===== config.mk =====
export PLATFORM = sky130hd
export DESIGN_NAME = aud_dsp_var
export DESIGN_NICKNAME = d
export VERILOG_FILES = /design/src/rtl/aud_dsp_var.sv
export SDC_FILE = /design/constraint.sdc
export NUM_CORES = 1
export LEC_CHECK = 0
export CORE_UTILIZATION = 50
export DETAILED_ROUTE_END_ITERATION = 7
export PLACE_DENSITY = 0.73
export SYNTH_ARGS = -nofsm -noshare
export SYNTH_HDL_FRONTEND = slang
export SYNTH_SLANG_ARGS = --single-unit

===== constraint.sdc =====
create_clock -name i_clk -period 44.3 [get_ports i_clk]
set_input_delay 8.86 -clock i_clk [delete_from_list [all_inputs] [get_ports i_clk]]
set_output_delay 8.86 -clock i_clk [all_outputs]
set_load 0.05 [all_outputs]

===== src/rtl/aud_dsp_var.sv =====
// Playback DSP: turns SRAM reads into DAC samples for normal, skip, hold and linear-interpolated playback, forward or reverse.
// Latency: a daclrck rising edge raises the internal tick 3 clocks later; o_dac_data changes 1 clock after the tick.
// Backpressure: the SRAM read is held until i_sram_valid; a tick that lands while a read is outstanding is reported as underrun.
module aud_dsp_var #(
    parameter int DATA_W = 16,
    parameter int ADDR_W = 20,
    parameter int SPD_W  = 4
) (
    input  logic              i_clk,
    input  logic              i_rst,
    input  logic              i_start,
    input  logic              i_pause,
    input  logic              i_stop,
    input  logic [1:0]        i_mode,
    input  logic [SPD_W-1:0]  i_speed,
    input  logic              i_reverse,
    input  logic [ADDR_W-1:0] i_end_addr,
    input  logic              i_daclrck,
    output logic              o_sram_req,
    output logic [ADDR_W-1:0] o_sram_addr,
    input  logic              i_sram_valid,
    input  logic [DATA_W-1:0] i_sram_data,
    output logic [DATA_W-1:0] o_dac_data,
    output logic              o_busy,
    output logic              o_done,
    output logic              o_underrun
);

    typedef enum logic [1:0] {S_IDLE, S_FETCH, S_RUN, S_PAUSE} state_t;

    // Interpolation sum is wide enough for prev + (2^SPD_W-1)*step without overflow.
    localparam int PW = DATA_W + SPD_W + 2;
    localparam logic signed [PW-1:0] SMAX = {{(PW-DATA_W+1){1'b0}}, {(DATA_W-1){1'b1}}};
    localparam logic signed [PW-1:0] SMIN = {{(PW-DATA_W+1){1'b1}}, {(DATA_W-1){1'b0}}};

    state_t              state_q, state_d;
    logic [1:0]          mode_q, mode_d;
    logic [SPD_W-1:0]    n_q, n_d;
    logic                rev_q, rev_d;
    logic [ADDR_W-1:0]   end_q, end_d;
    logic [ADDR_W-1:0]   pos_q, pos_d;
    logic [SPD_W-1:0]    j_q, j_d;
    logic [DATA_W-1:0]   prev_q, prev_d;
    logic [DATA_W-1:0]   cur_q, cur_d;
    logic [DATA_W:0]     step_q, step_d;
    logic                first_q, first_d;
    logic                pend_q, pend_d;
    logic                fin_q, fin_d;
    logic [DATA_W-1:0]   dac_q, dac_d;
    logic                done_q, done_d;
    logic                urun_q, urun_d;
    logic                s1_q, s2_q, s3_q, tick_q;

    logic [ADDR_W:0]          adv_w, pos_fwd_w;
    logic                     end_hit_w;
    logic [ADDR_W-1:0]        pos_adv_w;
    logic                     last_j_w;
    logic signed [PW-1:0]     lin_w;
    logic [DATA_W-1:0]        lin_sat_w;
    logic [DATA_W-1:0]        samp_w;
    logic [DATA_W-1:0]        prev_new_w;
    logic signed [DATA_W:0]   diff_w, n_s_w, step_new_w;
    logic                     pend_v;

    // Fast mode strides by N; hold and linear modes step one word at a time.
    assign adv_w     = (mode_q == 2'd0) ? {{(ADDR_W+1-SPD_W){1'b0}}, n_q} : (ADDR_W+1)'(1);
    assign pos_fwd_w = {1'b0, pos_q} + adv_w;
    assign end_hit_w = rev_q ? ({1'b0, pos_q} < adv_w) : (pos_fwd_w > {1'b0, end_q});
    assign pos_adv_w = rev_q ? (pos_q - adv_w[ADDR_W-1:0]) : pos_fwd_w[ADDR_W-1:0];
    assign last_j_w  = (j_q == (n_q - SPD_W'(1)));

    // Linear interpolation point prev + j*step.
    assign lin_w = $signed({{(PW-DATA_W){prev_q[DATA_W-1]}}, prev_q})
                 + ($signed({{(PW-SPD_W){1'b0}}, j_q})
                    * $signed({{(PW-DATA_W-1){step_q[DATA_W]}}, step_q}));

    // Clamp the interpolated value into the signed sample range.
    always_comb begin
        lin_sat_w = lin_w[DATA_W-1:0];
        if (lin_w > SMAX) begin
            lin_sat_w = SMAX[DATA_W-1:0];
        end else if (lin_w < SMIN) begin
            lin_sat_w = SMIN[DATA_W-1:0];
        end
    end

    assign samp_w = (mode_q == 2'd2) ? lin_sat_w : cur_q;

    // Step for the segment being fetched; the first fetch has prev == cur so the step is 0.
    assign prev_new_w = first_q ? i_sram_data : cur_q;
    assign diff_w     = $signed({i_sram_data[DATA_W-1], i_sram_data})
                      - $signed({prev_new_w[DATA_W-1], prev_new_w});
    assign n_s_w      = $signed({{(DATA_W+1-SPD_W){1'b0}}, n_q});
    assign step_new_w = diff_w / n_s_w;

    // Synchronise the LR clock and turn its rising edge into a one-cycle tick.
    always_ff @(posedge i_clk or posedge i_rst) begin
        if (i_rst) begin
            s1_q   <= 1'b0;
            s2_q   <= 1'b0;
            s3_q   <= 1'b0;
            tick_q <= 1'b0;
        end else begin
            s1_q   <= i_daclrck;
            s2_q   <= s1_q;
            s3_q   <= s2_q;
            tick_q <= s2_q & ~s3_q;
        end
    end

    // Next-state and datapath updates; stop beats pause beats tick.
    always_comb begin
        state_d = state_q;
        mode_d  = mode_q;
        n_d     = n_q;
        rev_d   = rev_q;
        end_d   = end_q;
        pos_d   = pos_q;
        j_d     = j_q;
        prev_d  = prev_q;
        cur_d   = cur_q;
        step_d  = step_q;
        first_d = first_q;
        pend_d  = pend_q;
        fin_d   = fin_q;
        dac_d   = dac_q;
        done_d  = 1'b0;
        urun_d  = 1'b0;
        pend_v  = pend_q ^ i_pause;
        case (state_q)
            S_IDLE: begin
                dac_d = '0;
                if (i_start) begin
                    mode_d  = (i_mode == 2'd3) ? 2'd0 : i_mode;
                    n_d     = (i_speed == '0) ? SPD_W'(1) : i_speed;
                    rev_d   = i_reverse;
                    end_d   = i_end_addr;
                    pos_d   = i_reverse ? i_end_addr : '0;
                    j_d     = '0;
                    first_d = 1'b1;
                    pend_d  = 1'b0;
                    fin_d   = 1'b0;
                    state_d = S_FETCH;
                end
            end
            S_FETCH: begin
                if (i_stop) begin
                    dac_d   = '0;
                    pend_d  = 1'b0;
                    state_d = S_IDLE;
                end else begin
                    if (tick_q) begin
                        urun_d = 1'b1;
                    end
                    if (i_sram_valid) begin
                        prev_d  = prev_new_w;
                        cur_d   = i_sram_data;
                        step_d  = step_new_w;
                        first_d = 1'b0;
                        pend_d  = 1'b0;
                        if (pend_v) begin
                            dac_d   = '0;
                            state_d = S_PAUSE;
                        end else begin
                            state_d = S_RUN;
                        end
                    end else begin
                        pend_d = pend_v;
                    end
                end
            end
            S_RUN: begin
                if (i_stop) begin
                    dac_d   = '0;
                    fin_d   = 1'b0;
                    state_d = S_IDLE;
                end else if (fin_q) begin
                    done_d  = 1'b1;
                    dac_d   = '0;
                    fin_d   = 1'b0;
                    state_d = S_IDLE;
                end else if (i_pause) begin
                    dac_d   = '0;
                    state_d = S_PAUSE;
                end else if (tick_q) begin
                    dac_d = samp_w;
                    if (mode_q == 2'd0 || last_j_w) begin
                        j_d = '0;
                        if (end_hit_w) begin
                            fin_d = 1'b1;
                        end else begin
                            pos_d   = pos_adv_w;
                            state_d = S_FETCH;
                        end
                    end else begin
                        j_d = j_q + SPD_W'(1);
                    end
                end
            end
            S_PAUSE: begin
                dac_d = '0;
                if (i_stop) begin
                    state_d = S_IDLE;
                end else if (i_pause) begin
                    state_d = S_RUN;
                end
            end
            default: begin
                dac_d   = '0;
                state_d = S_IDLE;
            end
        endcase
    end

    // State and datapath registers.
    always_ff @(posedge i_clk or posedge i_rst) begin
        if (i_rst) begin
            state_q <= S_IDLE;
            mode_q  <= '0;
            n_q     <= '0;
            rev_q   <= 1'b0;
            end_q   <= '0;
            pos_q   <= '0;
            j_q     <= '0;
            prev_q  <= '0;
            cur_q   <= '0;
            step_q  <= '0;
            first_q <= 1'b0;
            pend_q  <= 1'b0;
            fin_q   <= 1'b0;
            dac_q   <= '0;
            done_q  <= 1'b0;
            urun_q  <= 1'b0;
        end else begin
            state_q <= state_d;
            mode_q  <= mode_d;
            n_q     <= n_d;
            rev_q   <= rev_d;
            end_q   <= end_d;
            pos_q   <= pos_d;
            j_q     <= j_d;
            prev_q  <= prev_d;
            cur_q   <= cur_d;
            step_q  <= step_d;
            first_q <= first_d;
            pend_q  <= pend_d;
            fin_q   <= fin_d;
            dac_q   <= dac_d;
            done_q  <= done_d;
            urun_q  <= urun_d;
        end
    end

    assign o_sram_req  = (state_q == S_FETCH);
    assign o_sram_addr = pos_q;
    assign o_dac_data  = dac_q;
    assign o_busy      = (state_q != S_IDLE);
    assign o_done      = done_q;
    assign o_underrun  = urun_q;

endmodule


Word-level counts from Yosys, hierarchy flattened

Index checks and enable logic that the tools add are counted.

Bits in latches: 0
Output and inout port bits: 40
Bits of input ports: 50
Memory bits (read-only): 0
Memories kept: 0
Bits in registers: 127
Bits in writable memories: 0
Word-level logic and storage cells: 141

Multiplexer cells: 67
Reductions and logical operators: 17
Eq/ne operators: 21
Bitwise operators: 4
Add/sub/neg operators: 6
Div/mod/pow operators: 1
Multipliers: 1
Magnitude comparators: 4
Shift-type cells: 0

Operators with widths:

| operator               | number |
|---|---|
| $mux W20               | 9 |
| $mux W16               | 11 |
| $pmux W16 S3           | 1 |
| $pmux W20 S2           | 1 |
| $mux W4                | 8 |
| $mux W2                | 12 |
| $add A16 B22 Y22       | 1 |
| $gt A22 B16 Y1 const B | 1 |
| $lt A22 B16 Y1 const B | 1 |
| $mul A5 B17 Y22        | 1 |
| $add A20 B4 Y21        | 1 |
| $gt A21 B20 Y1         | 1 |
| $lt A20 B4 Y1          | 1 |
| $mux W1                | 20 |
| $sub A20 B4 Y20        | 1 |
| $div A17 B5 Y17        | 1 |
| $sub A16 B16 Y17       | 1 |
| $ne A2 B2 Y1 const B   | 8 |
| $ne A5 B5 Y1 const B   | 3 |
| $reduce_and A6 Y1      | 2 |
| $eq A2 B2 Y1 const B   | 4 |
| $pmux W2 S4            | 1 |
| $pmux W4 S2            | 1 |
| $reduce_and A8 Y1      | 1 |
| 19 further kinds       | 29 |

Longest topological paths before layout

Depth in word-level cells: 12
Depth in mapped cells: 182
Depth with buffers taken out: 171

Worst setup path after synthesis

No wires, ideal clock.

Kind: input port to flip-flop
Start point: input i_sram_data[0]
End point: register step_q[16]
Slack: 2.274 ns
Data required time: 44.217 ns
Arrival: 41.943 ns
Stages: 174
Cells stage by stage: mux2_2 ha_1 inv_1 fa_1 inv_1 ha_1 nand3b_1 mux2i_1 o211ai_1 nor4_2 nand3_1 inv_1 ha_1 nand2_1 a21boi_0 ha_1 o21ai_0 a211oi_2 [138 not listed] clkbuf_1 nor2_1 a21oi_1 ha_1 a21o_1 a21o_1 a221oi_1 o21ai_0 a2111oi_0 nand4_2 a211oi_1 ha_1 nand2_1 or4b_2 nor3_1 a21oi_1 xor2_1 o21ai_0

Cells in the longest elaborated chain, start to end: 3

RTL lines:

| element                | RTL line | RTL |
|---|---|---|
| start: declaration     | 22       | `input logic [DATA_W-1:0] i_sram_data,` |
| $mux W16               | 90       | `assign prev_new_w = first_q ? i_sram_data : cur_q;` |
| $sub A16 B16 Y17 (*)   | 92       | `- $signed({prev_new_w[DATA_W-1], prev_new_w});` |
| $div A17 B5 Y17 (*)    | 94       | `assign step_new_w = diff_w / n_s_w;` |
| end signal: assignment | 244      | `step_q <= step_d;` |
| end: declaration       | 45       | `logic [DATA_W:0] step_q, step_d;` |

Every way passes the cells marked *; elsewhere a longest branch is shown, timed or not.
A chain may end at the register's enable or synchronous reset.

Final worst setup path

Start point: input i_sram_data[13]
End point: register step_q[16]

The elaborated chain is that of the path after synthesis.

==> impl_metrics.ini <==
[grt]
grt_first_pass_wirelength_mm = 81.5
grt_usage = 0.279
antenna_found_initial = 0
grt_pass1_vias = 16000
grt-ovfl-total = 0
grt_start_max_net_pins = 84

[synth]
ys_top_cells_by_area = dfrtp_1 18%, ha_1 11%, fa_1 6.4%
ys_seq_area_frac = 0.184
netlist-cell-type-count = 114
ys_ff_latch = 127
yosysTopAreaCell = dfrtp_1
synth_nets = 2422
synth.top_cell.area_share = 0.184
netlist_instances = 2161
synth_edf_count = 0
synth_top_flop_cell = dfrtp_1
synth_warnings = 0
async_reset_ff_frac = 1.00
netlist_area_um2 = 17200
synth.avg_cell_area_um2 = 7.97

[worst_setup_path]
arrival_ps = 42670
worst_path_most_repeated_cell = ha_1
required_ps = 44660
start_kind = input pin
path_class = input pin to flop
cpMaxStageDelayCell = or4b_2
path_max_fanout = 9
cp-end-kind = flop
slowest_delay_ps = 730

[cells_and_area]
n_antenna_cell = 0
final_nets = 2496
drive_above_1_share = 0.117
final_area_um2 = 19700
area_delta_synth_final_pct = 14.2
fill_cells = 3088

[routing]
first_pass_iters = 5
drt-total-wl_mm = 49.9
vias_per_cell = 6.14
drt_iter0_drc = 1177
antenna_left = 0
wl_per_cell_um = 18.5
dr_total_vias = 16500
drc_errors = 0

[floorplan]
die_area_um2 = 35200
pin_count = 90
core_um2 = 33700
die_width_um = 188
rows = 67
die_h_um = 188
initial_utilization = 0.511

[clock_network]
clk_latency_ps = 440
clock_sinks = 127
cts_htree_levels = 4
clockBufferDepth = 2
cts_tree = yes
path_clk_slew_ps = 70
cts_made_buffers = 17
root_buffer = clkbuf_16
cts_hold_buf = 0

[placement]
io_buffers = 89
globalplace.congestion = 0.935
dp_hpwl_mm = 38.3
post_dp_cell_area_um2 = 18600

[status]
status = complete, no violations

[sta]
slew_violations = 0
max_clock_freq_mhz = 23.6
setup_viol = 0
period_needed_ps = 42310
worstMarginPinSlew_ps = 1180
finalHoldViolCount = 0
slew_headroom = 0.215
finalCritPeriodShare = 0.955
finClkSkew_ps = 14.7

[worst_hold_path]
hold_class = flop to flop

[flow_run]
cap_violations = 0
-- final timing paths --
check | depth (start not counted) | slack (ps) | startpoint | endpoint
setup / recovery | 168 | 1990 | i_sram_data[13] | step_q[16]
hold / removal | 0 | 360 | s1_q | s2_q
setup reg to reg | 169 | 9730 | first_q | step_q[16]
hold reg to reg | 0 | 360 | s1_q | s2_q
max in group asynchronous | 3 | 33960 | i_rst | end_q[8]
min in group asynchronous | 2 | 8980 | i_rst | o_dac_data[10]
-- flip-flops by register name, summed over array words and instances, names as in the netlist, 2 cells and up --
register,flops
o_dac_data,16
o_sram_addr,20
mode_q,2
step_q,17
cur_q,16
prev_q,16
state_q,2
j_q,4
end_q,20
n_q,4
-- logic make-up after synthesis --
family,Yosys count,synth area share
and+or+nand+nor,762,0.225
AOI/OAI and AO/OA,649,0.252
adders and majority gates,212,0.178
buffers and inverters,208,0.0482
xor gates and xnor gates,129,0.0665
DFF,127,0.184
muxes,74,0.0461
-- routing by layer --
layer | vias up | GRT usage | share of wire
met1 | 8004 | 0.381 | 0.46
li1 | 7992 | - | -
met4 | 0 | 0.0747 | 0.017
met3 | 60 | 0.0307 | 0.046
met5 | - | 0 | 0
met2 | 489 | 0.468 | 0.48
-- worst max-delay path, delay by kind of cell --
kind | cells | cell delay, ps
AO/OA/AOI/OAI | 67 | 12730
AND/OR/NAND/NOR | 64 | 11450
adder cells (fa/ha/maj) | 19 | 5640
multiplexers | 8 | 2410
buffers and inverters | 9 | 1360
XOR/XNOR | 1 | 160
-- metrics by stage --
stage | hold WS (ps) | TNS (ps) | std cells | util | setup slack [ps]
finish | 356 | 0 | 2696 | 0.584 | 1990
global route | 364 | -432 | 2696 | 0.584 | -256
CTS | 357 | 0 | 2675 | 0.569 | 34.5
detailed placement | 340 | -3080 | 2640 | 0.551 | -987
global placement | 343 | 0 | 2640 | 0.551 | 644
floorplan | 331 | 0 | 2161 | - | 2270
-- placed cells by master (no fill, tap or decap), drive strengths merged, types with 13 or more instances in the layout --
| cell | synthesis | final |
|---|---|---|
| o21a | 36 | 36 |
| nor2b | 26 | 26 |
| mux2i | 41 | 41 |
| xnor2 | 85 | 85 |
| a31oi | 38 | 38 |
| nand2 | 206 | 206 |
| inv | 113 | 113 |
| o211ai | 20 | 20 |
| or3 | 20 | 20 |
| a21oi | 136 | 136 |
| clkbuf | 64 | 24 |
| o21bai | 13 | 13 |
| xor2 | 44 | 44 |
| nand2b | 30 | 30 |
| or2 | 17 | 17 |
| clkdlybuf4s50 | 0 | 89 |
| a211oi | 24 | 24 |
| ha | 156 | 156 |
| and2 | 81 | 81 |
| nor2 | 165 | 165 |
| nand4 | 27 | 27 |
| o22ai | 18 | 18 |
| and3 | 25 | 25 |
| a21o | 42 | 42 |
| mux2 | 33 | 33 |
| nand3 | 49 | 49 |
| o21ai | 191 | 191 |
| fa | 55 | 55 |
| nor3 | 66 | 66 |
| nor4 | 13 | 13 |
| buf | 31 | 61 |
| dfrtp | 127 | 127 |
| o31ai | 22 | 22 |
-- cell usage after synthesis, drive strengths merged, types with 7 or more instances --
cell and instances:
mux2 33, a311oi 10, o21ai 191, o31ai 22, fa 55, o32ai 10
and3 25, nor3 66, o211ai 20, xnor2 85, o21a 36, and2 81
a21o 42, clkbuf 64, o2111ai 10, nand3 49, a21oi 136, inv 113
nand2b 30, dfrtp 127, nand3b 7, nor4 13, o22ai 18, mux2i 41
ha 156, a31oi 38, xor2 44, a211oi 24, or2 17, nand4 27
buf 31, or3 20, a32oi 7, nor3b 7, a211o 7, nor2 165
nor2b 26, nand2 206, o21bai 13
-- final cells by class --
| type | count | area, um^2 | share of cell area |
|---|---|---|---|
| Timing Repair Buffer | 150 | 1350 | 0.0686 |
| Inverter | 113 | 427 | 0.0217 |
| Multi-Input combinational cell | 1826 | 13600 | 0.690 |
| Clock buffer | 24 | 512 | 0.0260 |
| Clock inverter | 8 | 78.8 | 0.00401 |
| Tap cell | 448 | 561 | 0.0285 |
| Sequential cell | 127 | 3180 | 0.162 |
-- what timing repair did --
| action | 4_1_cts | 5_1_grt |
|---|---|---|
| pin swaps | 1 | 13 |
| resized for setup | 3 | 79 |
| endpoints found under the setup margin | 3 | 17 |
| setup buffers | 3 | 21 |
Power is not shown: default switching activity piles up to over one toggle a cycle in this logic, so the estimate is an artifact.
